## src/rtl/fir_coef_ctrl.sv

```systemverilog
// Coefficient shadow bank with a halt/copy commit sequencer for a FIR datapath.
// Writes land in shadow registers; a commit halts the filter and streams all taps out.
module fir_coef_ctrl #(
    parameter int NUM_TAPS  = 16,
    parameter int DATA_W    = 12,
    parameter int ADDR_W    = 8,
    parameter int DRAIN_CYC = 2
) (
    input  logic              Clk,
    input  logic              Rst_n,
    input  logic              Cfg_load,
    input  logic [ADDR_W-1:0] Cfg_addr,
    input  logic [DATA_W-1:0] Cfg_value,
    input  logic [ADDR_W-1:0] Cfg_rd_addr,
    output logic [DATA_W-1:0] Cfg_rd_value,
    input  logic              Ext_hlt,
    output logic              Hlt,
    output logic              Coef_load,
    output logic [ADDR_W-1:0] Coef_addr,
    output logic [DATA_W-1:0] Coef_value,
    output logic              Busy,
    output logic              Commit_done,
    output logic              Err
);

    localparam int IDX_W = (NUM_TAPS > 1) ? $clog2(NUM_TAPS) : 1;
    localparam int CNT_W = (DRAIN_CYC > 1) ? $clog2(DRAIN_CYC) : 1;

    localparam logic [ADDR_W-1:0] TAPS_ADDR   = ADDR_W'(NUM_TAPS);
    localparam logic [ADDR_W-1:0] ADDR_COMMIT = ADDR_W'(8'hF0);
    localparam logic [ADDR_W-1:0] ADDR_STATUS = ADDR_W'(8'hF1);
    localparam logic [ADDR_W-1:0] ADDR_CLR    = ADDR_W'(8'hF2);
    localparam logic [IDX_W-1:0]  LAST_IDX    = IDX_W'(NUM_TAPS - 1);
    localparam logic [CNT_W-1:0]  LAST_CNT    = CNT_W'(DRAIN_CYC - 1);

    typedef enum logic [1:0] {
        ST_IDLE,
        ST_HALT,
        ST_COPY,
        ST_DONE
    } state_t;

    state_t              state_reg;
    logic [DATA_W-1:0]   shadow_reg [NUM_TAPS];
    logic [NUM_TAPS-1:0] shadow_we;
    logic [IDX_W-1:0]    idx_reg;
    logic [IDX_W-1:0]    idx_next;
    logic [CNT_W-1:0]    cnt_reg;
    logic                busy_reg;
    logic                err_reg;
    logic                coef_load_reg;
    logic [ADDR_W-1:0]   coef_addr_reg;
    logic [DATA_W-1:0]   coef_value_reg;
    logic                commit_done_reg;

    logic cfg_in_range;
    logic cfg_is_commit;
    logic cfg_is_clr;
    logic err_set;

    assign cfg_in_range  = (Cfg_addr < TAPS_ADDR);
    assign cfg_is_commit = (Cfg_addr == ADDR_COMMIT);
    assign cfg_is_clr    = (Cfg_addr == ADDR_CLR);
    assign err_set       = Cfg_load && (busy_reg || (!cfg_in_range && !cfg_is_commit));
    assign idx_next      = idx_reg + IDX_W'(1);

    // Shadow bank is frozen whenever the sequencer is away from IDLE.
    generate
        for (genvar gi = 0; gi < NUM_TAPS; gi++) begin : g_shadow_we
            assign shadow_we[gi] = Cfg_load && (state_reg == ST_IDLE) && (Cfg_addr == ADDR_W'(gi));
        end
    endgenerate

    always_ff @(posedge Clk or negedge Rst_n) begin
        if (!Rst_n) begin
            for (int i = 0; i < NUM_TAPS; i++) shadow_reg[i] <= '0;
        end else begin
            for (int i = 0; i < NUM_TAPS; i++) begin
                if (shadow_we[i]) shadow_reg[i] <= Cfg_value;
            end
        end
    end

    // Clear has priority, so 0xF2 works even while a commit is running.
    always_ff @(posedge Clk or negedge Rst_n) begin
        if (!Rst_n) begin
            err_reg <= 1'b0;
        end else if (Cfg_load && cfg_is_clr) begin
            err_reg <= 1'b0;
        end else if (err_set) begin
            err_reg <= 1'b1;
        end
    end

    always_ff @(posedge Clk or negedge Rst_n) begin
        if (!Rst_n) begin
            state_reg       <= ST_IDLE;
            idx_reg         <= '0;
            cnt_reg         <= '0;
            busy_reg        <= 1'b0;
            coef_load_reg   <= 1'b0;
            coef_addr_reg   <= '0;
            coef_value_reg  <= '0;
            commit_done_reg <= 1'b0;
        end else begin
            case (state_reg)
                ST_IDLE: begin
                    if (Cfg_load && cfg_is_commit) begin
                        state_reg <= ST_HALT;
                        busy_reg  <= 1'b1;
                        cnt_reg   <= '0;
                    end
                end
                ST_HALT: begin
                    if (cnt_reg == LAST_CNT) begin
                        state_reg      <= ST_COPY;
                        idx_reg        <= '0;
                        coef_load_reg  <= 1'b1;
                        coef_addr_reg  <= '0;
                        coef_value_reg <= shadow_reg[0];
                    end else begin
                        cnt_reg <= cnt_reg + CNT_W'(1);
                    end
                end
                ST_COPY: begin
                    if (idx_reg == LAST_IDX) begin
                        state_reg       <= ST_DONE;
                        coef_load_reg   <= 1'b0;
                        coef_addr_reg   <= '0;
                        coef_value_reg  <= '0;
                        commit_done_reg <= 1'b1;
                    end else begin
                        idx_reg        <= idx_next;
                        coef_addr_reg  <= ADDR_W'(idx_next);
                        coef_value_reg <= shadow_reg[idx_next];
                    end
                end
                ST_DONE: begin
                    state_reg       <= ST_IDLE;
                    busy_reg        <= 1'b0;
                    commit_done_reg <= 1'b0;
                    idx_reg         <= '0;
                    cnt_reg         <= '0;
                end
                default: state_reg <= ST_IDLE;
            endcase
        end
    end

    always_comb begin
        Cfg_rd_value = '0;
        if (Cfg_rd_addr < TAPS_ADDR) begin
            Cfg_rd_value = shadow_reg[Cfg_rd_addr[IDX_W-1:0]];
        end else if (Cfg_rd_addr == ADDR_STATUS) begin
            Cfg_rd_value = {{(DATA_W-2){1'b0}}, err_reg, busy_reg};
        end
    end

    assign Hlt         = Ext_hlt | busy_reg;
    assign Busy        = busy_reg;
    assign Err         = err_reg;
    assign Coef_load   = coef_load_reg;
    assign Coef_addr   = coef_addr_reg;
    assign Coef_value  = coef_value_reg;
    assign Commit_done = commit_done_reg;

endmodule

```

## config.mk

```make
export PLATFORM = sky130hd
export DESIGN_NAME = fir_coef_ctrl
export DESIGN_NICKNAME = d
export VERILOG_FILES = /design/src/rtl/fir_coef_ctrl.sv
export SDC_FILE = /design/constraint.sdc
export NUM_CORES = 1
export LEC_CHECK = 0
export CAP_MARGIN = 20
export CORE_ASPECT_RATIO = 0.9
export CORE_UTILIZATION = 60
export DETAILED_ROUTE_END_ITERATION = 10
export MAX_ROUTING_LAYER = met4
export PLACE_DENSITY = 0.84
export SYNTH_ARGS = -nofsm -noshare
export SYNTH_HDL_FRONTEND = slang
export SYNTH_SLANG_ARGS = --single-unit
```

## constraint.sdc

```tcl
create_clock -name Clk -period 3.05 [get_ports Clk]
set_input_delay 0.7625 -clock Clk [delete_from_list [all_inputs] [get_ports Clk]]
set_output_delay 0.7625 -clock Clk [all_outputs]
set_load 0.03 [all_outputs]
```

==> flow_summary.json <==
{
  "status": "finished, violations left",
  "violations": "negative setup slack",
  "path_max_fanout": 5,
  "hold_viol": 0,
  "drv_cap": 0,
  "leakage_nw": 6.52,
  "ant_nets": 0,
  "dp_hpwl_um": 21000,
  "antenna_found_initial": 0,
  "post-route-util_pct": 74.5,
  "rsz0062_at_grt": "true",
  "intPower_mw": 5.87,
  "netlist_top_cells_count": "219 x dfrtp_1, 207 x mux2_2, 98 x mux4_2",
  "yosysMostFrequentCell": "dfrtp_1",
  "slew_headroom_pct": 53.8,
  "core.rowCount": 48,
  "cts_root_buffer": "clkbuf_16",
  "crit_slowest_cell": "mux4_2",
  "die_y_um": 135,
  "drc": 0,
  "die_w_um": 150,
  "routed_wl_um": 33300,
  "clock-sinks": 219,
  "p_seq_share_pct": 37.5,
  "gr-total-overflow": 0,
  "crit_buf_inv": 4,
  "synth_area_leader_cell": "dfrtp_1",
  "n_antenna_cell": 0,
  "tightest_slew_ns": 0.691,
  "dr_total_vias": 8270,
  "cp_data_required_time_ns": 2.29,
  "syn_to_final_growth_pct": 21.1,
  "synth_edf_count": 0,
  "cp_slowest_stage_delay_ns": 0.49,
  "synthArstFlopShare_pct": 100,
  "drive_above_1_share_pct": 51.6,
  "via_per_inst": 7.03,
  "cts_made_buffers": 23,
  "clk_pin_slew_ns": 0.06,
  "power_switching_mw": 2.65,
  "yosys_warnings": 0,
  "worst-setup-path-type": "primary input to output pin",
  "endpoint_kind": "output pin",
  "synth-seq-cells": 219,
  "met2_usage_pct": 55.7,
  "num_io_pins": 69,
  "grt_max_degree": 71,
  "cp_common_cell": "mux4_2",
  "ir_drop_v": 0.000498,
  "dieArea_um2": 20300,
  "p_per_area_nw_per_um2": 596,
  "fin_skew_ns": 0.00860,
  "combPwrFrac_pct": 27.6,
  "yosysTopAreaCellShare_pct": 46.4,
  "cts_buffer_depth": 3,
  "worstHoldPathType": "primary input to async pin",
  "cp-start-kind": "primary input",
  "place_ws_ns": -0.324,
  "io_buffers": 64,
  "nets": 948,
  "fin_crit_sh_pct": 101,
  "htree_levels": 1,
  "globalplace.congestion": 0.871,
  "setup_slack_ns": -0.0454,
  "drt_iter0_drc": 690,
  "report.final.slew_viol_count": 0,
  "syn_avg_cell_area_um2": 14.5,
  "first_global_vias": 8674,
  "crit_chain": "buf_12 -> buf_6 -> mux4_2 -> mux4_2 -> inv_1 -> o21ai_1 -> buf_4",
  "cts_tree": "done",
  "synth_ff_type": "dfrtp_1",
  "setup_viol": 2,
  "synthCells": 815,
  "p_clk_share_pct": 34.9,
  "cts_hold_buf": 0,
  "wl_per_cell_um": 28.3,
  "synth_area_leaders": "dfrtp_1 46%, mux2_2 20%, mux4_2 19%",
  "seq_area_frac_synth_pct": 46.4,
  "largest_reg_flops": 192,
  "switching_share_pct": 31.1,
  "n_fill_cell": 1119,
  "max_freq_ghz": 0.323,
  "period_needed_ns": 3.10,
  "grt_pass1_wl_um": 52200,
  "clk_latency_ns": 0.52,
  "use_met3_pct": 6.30,
  "start_util_pct": 61.5,
  "synthDistinctLibCells": 46,
  "top_usage_layer": "met2",
  "met1_usage_pct": 47.3,
  "worstPathArrival_ns": 2.33,
  "core_area_um2": 19200,
  "track_usage_pct": 36.0,
  "netlist_area_um2": 11800,
  "firstDrtPassIters": 5,
  "crit_family": "multiplexers"
}
power groups by stage:
stage	combinational (mW)	clock, mW	sequential (mW)
4_1_cts	2.32	3.00	3.19
2_1_floorplan	1.36	0	3.29
5_1_grt	2.46	3.11	3.22
3_3_place_gp	2.19	0	3.23
3_5_place_dp	2.27	0	3.24
6_report	2.35	2.97	3.20
layout make-up:
class | count | area (um^2) | area share [%]
multi-input cells | 519 | 6210 | 43.4
clock buffers | 37 | 738 | 5.16
flip-flops and latches | 219 | 5480 | 38.3
clock inverters | 5 | 81.3 | 0.568
inverters | 7 | 26.3 | 0.184
well taps | 250 | 313 | 2.19
repair buffers | 140 | 1460 | 10.2
per-layer routing:
| metal | vias to the layer above | routed length, um | part of all wire (%) |
|---|---|---|---|
| li1 | 3322 | - | - |
| met1 | 4379 | 13100 | 39 |
| met2 | 448 | 16200 | 49 |
| met3 | 121 | 2580 | 7.7 |
| met4 | 0 | 1530 | 4.6 |
| met5 | - | 0 | 0 |
repair_timing:
item	CTS	global route
endpoints found under the setup margin	12	10
cloned	2	0
resized for setup	47	6
pin swaps	6	5
endpoints found under the hold margin	0	0
buffers inserted	1	0
metrics by stage:
stage	std cells	setup TNS (ns)	hold slack (ns)	total power, mW	instance area [um^2]
floorplan	818	0	0.467	4.65	11900
global placement	1133	-1.45	0.460	5.42	13200
detailed placement	1133	-1.55	0.471	5.51	13200
CTS	1178	0	0.279	8.51	14300
global route	1177	-0.0959	0.315	8.79	14300
finish	1177	-0.0685	0.261	8.52	14300
cell usage in the layout, fill, tap and decap left out, types with 7 or more instances in the layout:
cell,n
a211o_1,10
a211oi_2,13
a21oi_1,14
buf_12,18
buf_4,65
clkbuf_16,23
clkbuf_8,12
clkdlybuf4s50_1,44
dfrtp_1,218
mux2_2,207
mux2i_1,18
mux4_2,98
nand2_1,25
nor2_1,7
nor2b_1,23
nor3_1,12
o21ai_0,15
cells by family after synthesis:
kind of cell / count (synthesis) / share of synthesized area, %
flip-flops: 219 / 46.4
AO/OA/AOI/OAI: 79 / 4.52
other: 1 / 0.0317
AND/OR/NAND/NOR: 98 / 4.71
multiplexers: 330 / 40.5
adder cells (fa/ha/maj): 6 / 0.635
buffers and inverters: 80 / 3.05
XOR/XNOR: 2 / 0.148
final timing paths:
kind,startpoint,endpoint,slack (ns),cells after the start
worst min register to register,Coef_addr[0]$_DFFE_PN0P_,Coef_addr[0]$_DFFE_PN0P_,0.48,1
min in group Clk,Coef_addr[0]$_DFFE_PN0P_,Coef_addr[0]$_DFFE_PN0P_,0.48,1
worst max register to register,idx_reg[0]$_DFFE_PN0P_,Coef_value[1]$_DFFE_PN0P_,0.53,7
worst min-delay path,Rst_n,shadow_reg[178]$_DFFE_PN0P_,0.26,1
max in group asynchronous,Rst_n,shadow_reg[4]$_DFFE_PN0P_,1.89,2
worst max-delay path,Cfg_rd_addr[1],Cfg_rd_value[0],-0.05,7
worst reg2reg max path, stage by stage, from the launching register on:
cell	delay, ns
dfrtp_4	0.49
ha_2	0.58
buf_4	0.35
buf_4	0.20
mux4_2	0.30
mux2i_1	0.16
nor3_1	0.08
a211o_1	0.25
Power figures use the tool's default switching activity.
